<file path="src/rtl/ahb_reg_slave.sv">
// AHB-Lite slave exposing NUM_REGS 32-bit registers. Register 0 is a read-only ID.
// Each OKAY transfer has WAIT_STATES wait cycles; errors get a two-cycle ERROR response.
module ahb_reg_slave #(
    parameter int          NUM_REGS    = 16,
    parameter int          WAIT_STATES = 1,
    parameter logic [31:0] ID_VALUE    = 32'hA5A0_0001
) (
    input  logic                     clk,
    input  logic                     resetn,
    input  logic [31:0]              ahb_s_haddr_i,
    input  logic                     ahb_s_hwrite_i,
    input  logic [2:0]               ahb_s_hsize_i,
    input  logic [2:0]               ahb_s_hburst_i,
    input  logic [3:0]               ahb_s_hprot_i,
    input  logic [1:0]               ahb_s_htrans_i,
    input  logic                     ahb_s_hmastlock_i,
    input  logic [31:0]              ahb_s_hwdata_i,
    output logic                     ahb_s_hready_o,
    output logic                     ahb_s_hresp_o,
    output logic [31:0]              ahb_s_hrdata_o,
    output logic [NUM_REGS*32-1:0]   reg_q_o
);
    localparam int          IW = $clog2(NUM_REGS);
    localparam logic [3:0]  WS = 4'(WAIT_STATES);

    typedef enum logic [2:0] {S_IDLE, S_WAIT, S_DATA, S_ERR1, S_ERR2} state_t;

    state_t         r_state;
    logic [3:0]     r_cnt;
    logic           r_hready;
    logic           r_hresp;
    logic [31:0]    r_hrdata;
    logic [IW-1:0]  r_idx;
    logic           r_write;
    logic [31:0]    r_regs [NUM_REGS];

    logic           w_accept;
    logic           w_err;
    logic [IW-1:0]  w_idx;
    logic           w_commit;
    logic [31:0]    w_fwd_data;
    logic           w_unused;

    assign w_unused = ^{ahb_s_hburst_i, ahb_s_hprot_i, ahb_s_hmastlock_i,
                        ahb_s_haddr_i[31:30], ahb_s_htrans_i[0]};

    // htrans[1] distinguishes NSEQ/SEQ from IDLE/BUSY
    assign w_accept = r_hready && ahb_s_htrans_i[1];
    assign w_idx    = ahb_s_haddr_i[2 +: IW];
    assign w_err    = (ahb_s_hsize_i != 3'b010)
                   || (|ahb_s_haddr_i[29:IW+2])
                   || (|ahb_s_haddr_i[1:0])
                   || (ahb_s_hwrite_i && (w_idx == '0));
    assign w_commit = (r_state == S_DATA) && r_write;

    // Zero-wait reads right behind a write to the same index must see the data being committed
    assign w_fwd_data = (w_commit && (r_idx == w_idx)) ? ahb_s_hwdata_i : r_regs[w_idx];

    always_ff @(posedge clk or negedge resetn) begin
        if (!resetn) begin
            r_state  <= S_IDLE;
            r_cnt    <= 4'd0;
            r_hready <= 1'b1;
            r_hresp  <= 1'b0;
            r_hrdata <= 32'h0;
            r_idx    <= '0;
            r_write  <= 1'b0;
        end else begin
            case (r_state)
                S_WAIT: begin
                    r_cnt <= r_cnt - 4'd1;
                    if (r_cnt == 4'd1) begin
                        r_state  <= S_DATA;
                        r_hready <= 1'b1;
                        r_hresp  <= 1'b0;
                        if (!r_write) r_hrdata <= r_regs[r_idx];
                    end
                end
                S_ERR1: begin
                    r_state  <= S_ERR2;
                    r_hready <= 1'b1;
                    r_hresp  <= 1'b1;
                end
                default: begin
                    if (w_accept) begin
                        r_idx   <= w_idx;
                        r_write <= ahb_s_hwrite_i;
                        if (w_err) begin
                            r_state  <= S_ERR1;
                            r_hready <= 1'b0;
                            r_hresp  <= 1'b1;
                        end else if (WAIT_STATES == 0) begin
                            r_state  <= S_DATA;
                            r_hready <= 1'b1;
                            r_hresp  <= 1'b0;
                            if (!ahb_s_hwrite_i) r_hrdata <= w_fwd_data;
                        end else begin
                            r_state  <= S_WAIT;
                            r_cnt    <= WS;
                            r_hready <= 1'b0;
                            r_hresp  <= 1'b0;
                        end
                    end else begin
                        r_state  <= S_IDLE;
                        r_hready <= 1'b1;
                        r_hresp  <= 1'b0;
                    end
                end
            endcase
        end
    end

    // Writes land on the edge that ends the DATA cycle; idx 0 writes never reach DATA
    always_ff @(posedge clk or negedge resetn) begin
        if (!resetn) begin
            for (int i = 0; i < NUM_REGS; i++) begin
                r_regs[i] <= (i == 0) ? ID_VALUE : 32'h0;
            end
        end else if (w_commit) begin
            r_regs[r_idx] <= ahb_s_hwdata_i;
        end
    end

    always_comb begin
        reg_q_o = '0;
        for (int i = 0; i < NUM_REGS; i++) begin
            reg_q_o[32*i +: 32] = r_regs[i];
        end
    end

    assign ahb_s_hready_o = r_hready;
    assign ahb_s_hresp_o  = r_hresp;
    assign ahb_s_hrdata_o = r_hrdata;
endmodule

</file>
<file path="config.mk">
export PLATFORM = sky130hd
export DESIGN_NAME = ahb_reg_slave
export DESIGN_NICKNAME = d
export VERILOG_FILES = /design/src/rtl/ahb_reg_slave.sv
export SDC_FILE = /design/constraint.sdc
export NUM_CORES = 1
export LEC_CHECK = 0
export CAP_MARGIN = 20
export CELL_PAD_IN_SITES_DETAIL_PLACEMENT = 1
export CELL_PAD_IN_SITES_GLOBAL_PLACEMENT = 1
export CORE_MARGIN = 3
export CORE_UTILIZATION = 41
export CTS_CLUSTER_DIAMETER = 200
export DETAILED_ROUTE_END_ITERATION = 8
export GPL_TIMING_DRIVEN = 0
export PLACE_DENSITY_LB_ADDON = 0.05
export REMOVE_ABC_BUFFERS = 1
export SLEW_MARGIN = 0
export SYNTH_ARGS = -nofsm -noshare
export SYNTH_HDL_FRONTEND = slang
export SYNTH_SLANG_ARGS = --single-unit
</file>
<file path="constraint.sdc">
create_clock -name clk -period 2.2 [get_ports clk]
set_input_delay 0.22 -clock clk [delete_from_list [all_inputs] [get_ports clk]]
set_output_delay 0.22 -clock clk [all_outputs]
set_load 0.005 [all_outputs]
</file>
==> results of run 1 <==
-- cells by family (layout without fill, tap and decap cells) --
group / after synthesis / count (layout) / share of synthesized area, %
AO/OA/AOI/OAI: 88 / 88 / 2.29
other: 0 / 2 / 0
XOR/XNOR: 1 / 1 / 0.0352
flip-flops: 558 / 558 / 56.2
multiplexers: 693 / 693 / 36.1
adder cells (fa/ha/maj): 2 / 2 / 0.101
AND/OR/NAND/NOR: 112 / 117 / 2.47
buffers and inverters: 140 / 835 / 2.81
-- power breakdown --
part           switching, W  internal, W
Sequential          0.00378       0.0149
Clock               0.00438      0.00610
Combinational        0.0105       0.0160
Total                0.0187       0.0370
-- synth_stat cells (6+ instances only) --
master,count,area share (%)
buf_1,8,0.12
dfrtp_1,550,55
mux2_2,505,23
buf_2,57,1.1
a31oi_1,17,0.43
nor2b_1,6,0.15
o22ai_1,33,0.83
a221oi_1,16,0.56
dfstp_2,8,0.84
or2_2,17,0.43
nand2_1,15,0.23
mux4_2,112,10
clkbuf_1,48,0.72
mux2_1,12,0.54
nor4_1,6,0.15
mux2i_1,64,2.6
buf_4,23,0.69
a21oi_1,17,0.34
nor2_1,39,0.59
nor3_1,7,0.14
-- registers in the layout, summed over array words and instances (netlist names) --
signal / count
r_cnt: 4
ahb_s_hresp_o: 1
ahb_s_hrdata_o: 32
r_write: 1
reg_q_o: 512
r_idx: 4
r_state: 3
ahb_s_hready_o: 1
-- repair_timing --
| item | 4_1_cts | 5_1_grt |
|---|---|---|
| pin swaps | 9 | 9 |
| endpoints found under the setup margin | 552 | 370 |
| cloned | 7 | 7 |
| hold buffers | 1 | 0 |
| setup buffers | 36 | 23 |
| endpoints found under the hold margin | 119 | 0 |
| resized for setup | 105 | 29 |
-- layout make-up --
class,instances,share of cell area [%]
antenna,2,0.0140
clock buffer,103,5.44
clock inverter,13,0.273
inverter,2,0.0210
multi-input combinational,901,30.4
sequential,558,39.1
tap,773,2.70
timing repair buffer,717,22.1
-- worst max-delay path by stage --
stage / from / endpoint / slack (ns) / cells past startpoint
after detailed placement: r_idx[2]$_DFFE_PN0P_ / reg_q_o[353]$_DFFE_PN0P_ / -1.64 / 6
after floorplan: r_idx[0]$_DFFE_PN0P_ / reg_q_o[480]$_DFFE_PN0P_ / -5.87 / 3
after global placement: resetn / reg_q_o[321]$_DFFE_PN0P_ / -24.41 / 1
after global routing: r_state[2]$_DFFE_PN0P_ / reg_q_o[35]$_DFFE_PN0P_ / -0.09 / 8
final: r_state[2]$_DFFE_PN0P_ / reg_q_o[35]$_DFFE_PN0P_ / -0.08 / 8
after CTS: r_state[2]$_DFFE_PN0P_ / reg_q_o[360]$_DFFE_PN0P_ / -0.07 / 6
-- through the flow --
| step | instances | hold WS, ns |
|---|---|---|
| after floorplan | 1456 | -0.0756 |
| after global placement | 2843 | 0.492 |
| after detailed placement | 2880 | 0.176 |
| after CTS | 3039 | 0.104 |
| after global routing | 3068 | 0.135 |
| final | 3069 | 0.111 |
-- routing by layer --
layer	wire length (µm)	global-route usage [%]	up-vias	part of all wire, %
li1	-	-	7262	-
met1	41400	39.7	9703	40
met2	50800	52.6	664	49
met3	7850	8.57	170	7.6
met4	3470	9.46	4	3.4
met5	23	0	-	0.022
==> flow_results.org, run 1 <==
** Power and ir drop
- The worst-case IR drop observed on VDD is 0.755 mV.
- Power spread over the standard cell area amounts to 1560 nW/µm².
- Total power consumption of the routed design :: 0.0557 W
- Static Leak :: 15.2 nW

** Critical path
- Worst EP required :: 2.71 ns
- Among cell families on the critical path, the largest total delay comes from simple AND/OR/NAND/NOR gates.
- The setup check on the worst reg-to-reg path leaves a slack of -0.08 ns.
- For the worst flop-to-flop path, the logic depth is 8.
- Buffers plus inverters on the worst setup path :: 4
- Cell with the largest stage delay on the worst path :: dfrtp_2
- The worst setup path is captured at a flip-flop.
- Crit path top cell by count :: buf_6
- Cell breakdown of the critical path :: nand4bb_4 > or3_4 > buf_6 > buf_6 > nor2b_4 > buf_12 > clkbuf_16 > mux2_4
- Critical-path maximum fanout :: 8
- For this run, the slowest stage of the critical path takes 0.46 ns.
- Worst setup SP type :: flip-flop
- For the worst setup path, the data arrival time is 2.78 ns.
- By startpoint and endpoint, the worst setup path is classified as reg -> reg.
- FF-to-FF End :: reg_q_o[35]$_DFFE_PN0P_
- Startpoint of the worst-slack reg-to-reg timing path :: r_state[2]$_DFFE_PN0P_

** STA
- The total count of max-transition violations in the final report came to 0.
- Unrepaired setup endpoints after global routing :: true
- Final worst slack :: -0.0765 ns
- Setup violations remaining at the end of the flow were counted as 86.
- Final worst path period share :: 103%
- Between clock sinks in the finished design, the worst skew comes to 0.0127 ns.
- Transition time of the tightest slew-check pin :: 0.732 ns
- For this run, the top clock speed supported by timing is 439 MHz.
- Relative slew margins :: 51.1%
- Setup_tns :: -3.27 ns
- Count of final hold-check violations :: 0
- Final period demand of the worst path :: 2.28 ns

** Detailed routing
- After detailed routing, the average wire length per cell comes to 33.7 µm.
- The detailed router placed 17,800 vias in this run.
- After detailed routing, the number of remaining DRC violations is 0.
- The first detailed-routing pass took 5 iterations.
- Total wire length :: 104 mm
- After detailed routing, the number of vias per cell comes to 5.80.
- In this run the remaining antenna-violating nets after routing total 0.
- DR iter-0 viols :: 1,003

** Die
- From left edge to right edge, the die measures 252 µm.
- Number of cell rows :: 89
- Vertical extent of the die :: 252 µm
- Starting density of the core :: 41.8%
- Core Area :: 59,600 µm²
- Ports :: 626
- Full die area :: 63,700 µm²

** GRT
- Global routing used 31.3% of the available tracks across all layers.
- The via count of the first global-routing pass was 18,900.
- Number of antenna violations at the first check in global routing :: 4
- For this run the aggregate overflow at the end of global routing stands at 0.
- Entering global routing, the biggest net connects 118 pins.
- First-pass GRT wire length :: 142 mm

** Logic synthesis
- Counting every instance in the synthesized netlist gives 1,594.
- For this run, the leading register cell type out of synthesis is dfrtp_1.
- Summing every instance area after synthesis gives 24,900 µm².
- Number of synthesized register bits :: 558
- FFs w/ async S/R, synth :: 100%
- EDFF count, synth :: 0
- In this run, distinct cell masters in the synthesized netlist total 47.
- Sequential cells were found to cover 56.2% of the synthesized design area.
- The Yosys step of the flow raised 0 warnings.
- Average instance area after synthesis :: 15.6 µm²

** Clock network
- The clock passes through at most 3 buffers.
- TritonCTS clock tree :: done
- Clock latency of the later-clocked register in the worst-skew pair :: 0.63 ns
- The tree is rooted in a clkbuf_16.
- Number of clock sinks :: 558
- Buffers inserted during clock tree synthesis total 61.
- Clock transition at path regs :: 0.06 ns
- H-tree levels :: 2

** Final layout
- After the last flow step, the layout net total stands at 2,323.
- Most frequent cells in the layout :: clkdlybuf4s50_1 (613), dfrtp_1 (544), mux2_2 (431)
- Leaving out fill and tap cells, the most frequent cell in the layout is clkdlybuf4s50_1.
- Share of cells above drive strength 1 :: 38.9%
- Post-route cell area :: 35,800 µm²
- Summing all flip-flop and latch instances after layout gives 14,000 µm².
- For this run, the share of the core covered by cells in the final layout is 60.1%.
- Filler instances :: 5,479
- Footprint of the multi-input gates :: 10,900 µm²
- Relative to the synthesized area, the layout overhead comes to 43.8%.

** Place
- Routability-driven placement finished with a final weighted congestion of 0.782.
- Post-detailed-placement half-perimeter wirelength :: 64.4 mm
- Number of input and output port buffers inserted :: 614
- DP Area :: 32,300 µm²
- Prior to clock tree synthesis, the placed netlist has a worst setup slack of -1.64 ns.

** Status
- Violated checks :: negative setup slack
- Status :: finished, violations left

** Flow run
- Max-cap violations in this run came to 0.

** Min path
- Class of the tightest hold or removal check :: in -> async
No activity file was read; power rests on OpenSTA's default activity.
==> run 2, diff against run 1 <==
--- a/config.mk
+++ b/config.mk
@@ -9,7 +9,7 @@
 export CELL_PAD_IN_SITES_DETAIL_PLACEMENT = 1
 export CELL_PAD_IN_SITES_GLOBAL_PLACEMENT = 1
 export CORE_MARGIN = 3
-export CORE_UTILIZATION = 41
+export CORE_UTILIZATION = 33
 export CTS_CLUSTER_DIAMETER = 200
 export DETAILED_ROUTE_END_ITERATION = 8
 export GPL_TIMING_DRIVEN = 0
==> flow_results.org, run 2 (same netlist as run 1, synthesis figures left out) <==
** Status
- Status :: finished, violations left
- Violated checks :: negative setup slack

** GRT
- Vias in the first global route :: 18,800 (-0.61%)
- The total routing usage reported by global routing was 26.8% (-4.5 points).
- The largest net degree at the start of global routing is 116 (-1.7%).
- The first-pass GRT wire length was 148 mm (+4.4%).
- Number of antenna violations at the first check in global routing :: 1 (-3)
- Global-route congestion overflow total :: 0 (unchanged)

** Clock network
- The number of sinks handled by clock tree synthesis is 558 (unchanged).
- The clock-pin slew of the registers on the worst-case setup and hold paths is 0.06 ns (about the same).
- TritonCTS clock tree :: done
- Bufs on Longest Clock Path :: 3 (unchanged)
- Root Buffer :: clkbuf_16
- The count of H-tree levels built during CTS was 3 (+1).
- The number of clock buffers inserted by TritonCTS is 69 (+13%).
- Clock latency of the later-clocked register in the worst-skew pair :: 0.61 ns (-0.02 ns)

** Power and ir drop
- Part of the total power dissipated in sequential elements :: 32.8% (-0.7 points)
- Sw power :: 0.0189 W (+1.1%)
- Static Leak :: 15.3 nW (+0.79%)
- Largest vdd supply drop :: 0.632 mV (-16%)
- The clock group share of total power is 20.2% (+1.4 points).
- The total internal power is 0.0377 W (+1.9%).
- The total power divided by cell area was 1570 nW/µm² (+0.73%).
- Net switching fraction of the power :: 33.4% (-0.18 points)
- Fraction of power consumed by combinational cells :: 47.0% (-0.6 points)

** Detailed routing
- WL per Instance :: 32.8 µm (-2.9%)
- The number of antenna-violating nets in the routed design came to 0 (unchanged).
- The final routed wirelength across all metal layers is 107 mm (+3.7%).
- The via total after detailed routing came to 17,200 (-3.2%).
- DR DRC count :: 0 (unchanged)
- The iteration-0 DRC count of the detailed router was 769 (-23%).
- Via density per instance :: 5.26 (-9.3%)
- Detailed Routing Iterations Pass 1 :: 4 (-1)

** STA
- Transition time of the tightest slew-check pin :: 0.801 ns (+0.0690 ns)
- Maximum achievable frequency :: 452 MHz (+3.0%)
- The minimum clock period after layout came to 2.21 ns (-0.0655 ns).
- Final worst path period share :: 100% (-3.0 points)
- Relative slew margins :: 46.6% (-4.4 points)
- The total count of max-transition violations in the final report was 0 (unchanged).
- Final worst slack :: -0.0109 ns (+0.0655 ns)
- Setup repair after global routing could not meet its margin everywhere.
- Count of final hold-check violations :: 0 (unchanged)
- Fin Clk Skew :: 0.0273 ns (+0.0146 ns)
- Final setup violation count :: 9 (-90%)

** Flow run
- Max-cap violations :: 0 (unchanged)

** Die
- Core Area :: 74,600 µm² (+25%)
- Number of cell rows :: 100 (+12%)
- The vertical die dimension was 281 µm (+11%).
- Width of the chip :: 281 µm (+11%)
- The I/O pin count came to 626 (unchanged).
- The die outline area was 78,700 µm² (+24%).
- Starting density of the core :: 33.4% (-8.4 points)

** Final layout
- The number of flip-flops in the largest register is 512 (unchanged).
- The final core area utilization was 48.4% (-12 points).
- Antenna Cells :: 0 (-2)
- Area growth from synthesis to final layout :: 45.1%
- The area of all sequential standard cells is 14,000 µm² (unchanged).
- The filler-free cell count of the finished design came to 3,275 (+6.7%).
- The library cell used most frequently in the layout, excluding fill and tap cells, is clkdlybuf4s50_1.
- Net count reported at finish :: 2,332 (+0.39%)
- Share of cells above drive strength 1 :: 39.1% (+0.19 points)
- Footprint of the multi-input gates :: 10,600 µm² (-2.5%)
- Most frequent cells in the layout :: clkdlybuf4s50_1 (613), dfrtp_1 (544), mux2_2 (483)
- The design area was 36,100 µm² (+0.90%).
- Filler instances :: 7,296 (+33%)

** Place
- GP Congestion :: 0.767 (-1.9%)
- The placed wire-length estimate came to 68.9 mm (+7.0%).
- Worst setup timing slack at the placement stage :: -1.73 ns (-0.0896 ns)
- Cell Count Post-Placement :: 3,082 (+7.0%)
- The instance area at placement is 32,600 µm² (+1.1%).
- The count of port buffers added during placement was 614 (unchanged).

** Critical path
- FF-to-FF End :: reg_q_o[2]$_DFFE_PN0P_
- STA classifies the critical path startpoint as a flip-flop.
- Setup Crit Path Kind :: reg -> reg
- The worst setup path is captured at a flip-flop.
- Startpoint of the worst-slack reg-to-reg timing path :: r_state[2]$_DFFE_PN0P_
- Tracing the worst setup path back leads to its startpoint at r_state[2]$_DFFE_PN0P_.
- Data arrival time of the worst path :: 2.68 ns (-0.10 ns)
- FF-to-FF setup slack :: -0.01 ns (+0.07 ns)
- The worst path required time is 2.67 ns (-0.04 ns).
- Critical-path maximum fanout :: 5 (-3)
- Following the worst setup path forward leads to its endpoint at reg_q_o[2]$_DFFE_PN0P_.
- The number of cells traversed by the worst register-to-register path was 7 (-1).

** Min path
- The path class of the tightest hold or removal check is in -> async.
==> run 2: layer usage <==
layer  global-route usage, %  vias up  wire, µm
met5                       0        -         0
met4                    9.36        0      3610
met3                    7.39      139      6930
met2                    45.7      476     53500
met1                    32.6     9325     43300
li1                        -     7286         -
==> run 2: what timing repair did <==
| item | CTS | global route |
|---|---|---|
| hold endpoints to repair | 82 | 0 |
| endpoints found under the setup margin | 552 | 295 |
| setup buffers | 46 | 15 |
| gates cloned | 6 | 3 |
| pin swaps | 10 | 5 |
| resized for setup | 42 | 38 |
| hold buffers | 1 | 0 |
==> run 2: power groups by stage <==
| stage | Combinational, W | Sequential (W) | Clock, W |
|---|---|---|---|
| 5_1_grt | 0.0280 | 0.0192 | 0.0122 |
| 3_3_place_gp | 0.0216 | 0.0193 | 0 |
| 6_report | 0.0266 | 0.0186 | 0.0115 |
| 4_1_cts | 0.0267 | 0.0185 | 0.0118 |
| 2_1_floorplan | 0.00845 | 0.0188 | 0 |
| 3_5_place_dp | 0.0247 | 0.0192 | 0 |
==> run 2: worst min path at each step <==
| stage | slack [ns] | startpoint | end | cells after the start |
|---|---|---|---|---|
| 4_1_cts | 0.21 | resetn | reg_q_o[199]$_DFFE_PN0P_ | 2 |
| 6_report | 0.12 | resetn | reg_q_o[199]$_DFFE_PN0P_ | 2 |
| 2_1_floorplan | -0.08 | resetn | ahb_s_hrdata_o[0]$_DFFE_PN0P_ | 0 |
| 3_5_place_dp | 0.27 | resetn | reg_q_o[199]$_DFFE_PN0P_ | 1 |
| 3_3_place_gp | 0.49 | reg_q_o[58]$_DFFE_PN0P_ | reg_q_o[58]$_DFFE_PN0P_ | 1 |
| 5_1_grt | 0.15 | resetn | reg_q_o[231]$_DFFE_PN0P_ | 2 |
==> run 2: worst max-delay path, cell delays in order (launching register included) <==
cell and delay (ns):
dfrtp_1 0.40, nand4bb_4 0.25, or3_4 0.39, nor3_4 0.28
clkbuf_16 0.19, buf_12 0.12, buf_12 0.13, mux2_2 0.33
==> run 2: through the flow <==
| step | hold slack, ns | total power, W | TNS (ns) |
|---|---|---|---|
| after floorplan | -0.0756 | 0.0272 | -2283.64 |
| after global placement | 0.493 | 0.0409 | - |
| after detailed placement | 0.268 | 0.0439 | -520.10 |
| after CTS | 0.206 | 0.0570 | -0.464 |
| after global routing | 0.151 | 0.0594 | -1.45 |
| final | 0.125 | 0.0566 | -0.0450 |
==> run 2: layout make-up <==
cell class / instances / area share [%]
multi-input cells: 897 / 29.3
flip-flops and latches: 558 / 38.8
repair buffers: 722 / 22.2
inverters: 2 / 0.0208
well taps: 969 / 3.36
clock inverters: 15 / 0.347
clock buffers: 112 / 6.02
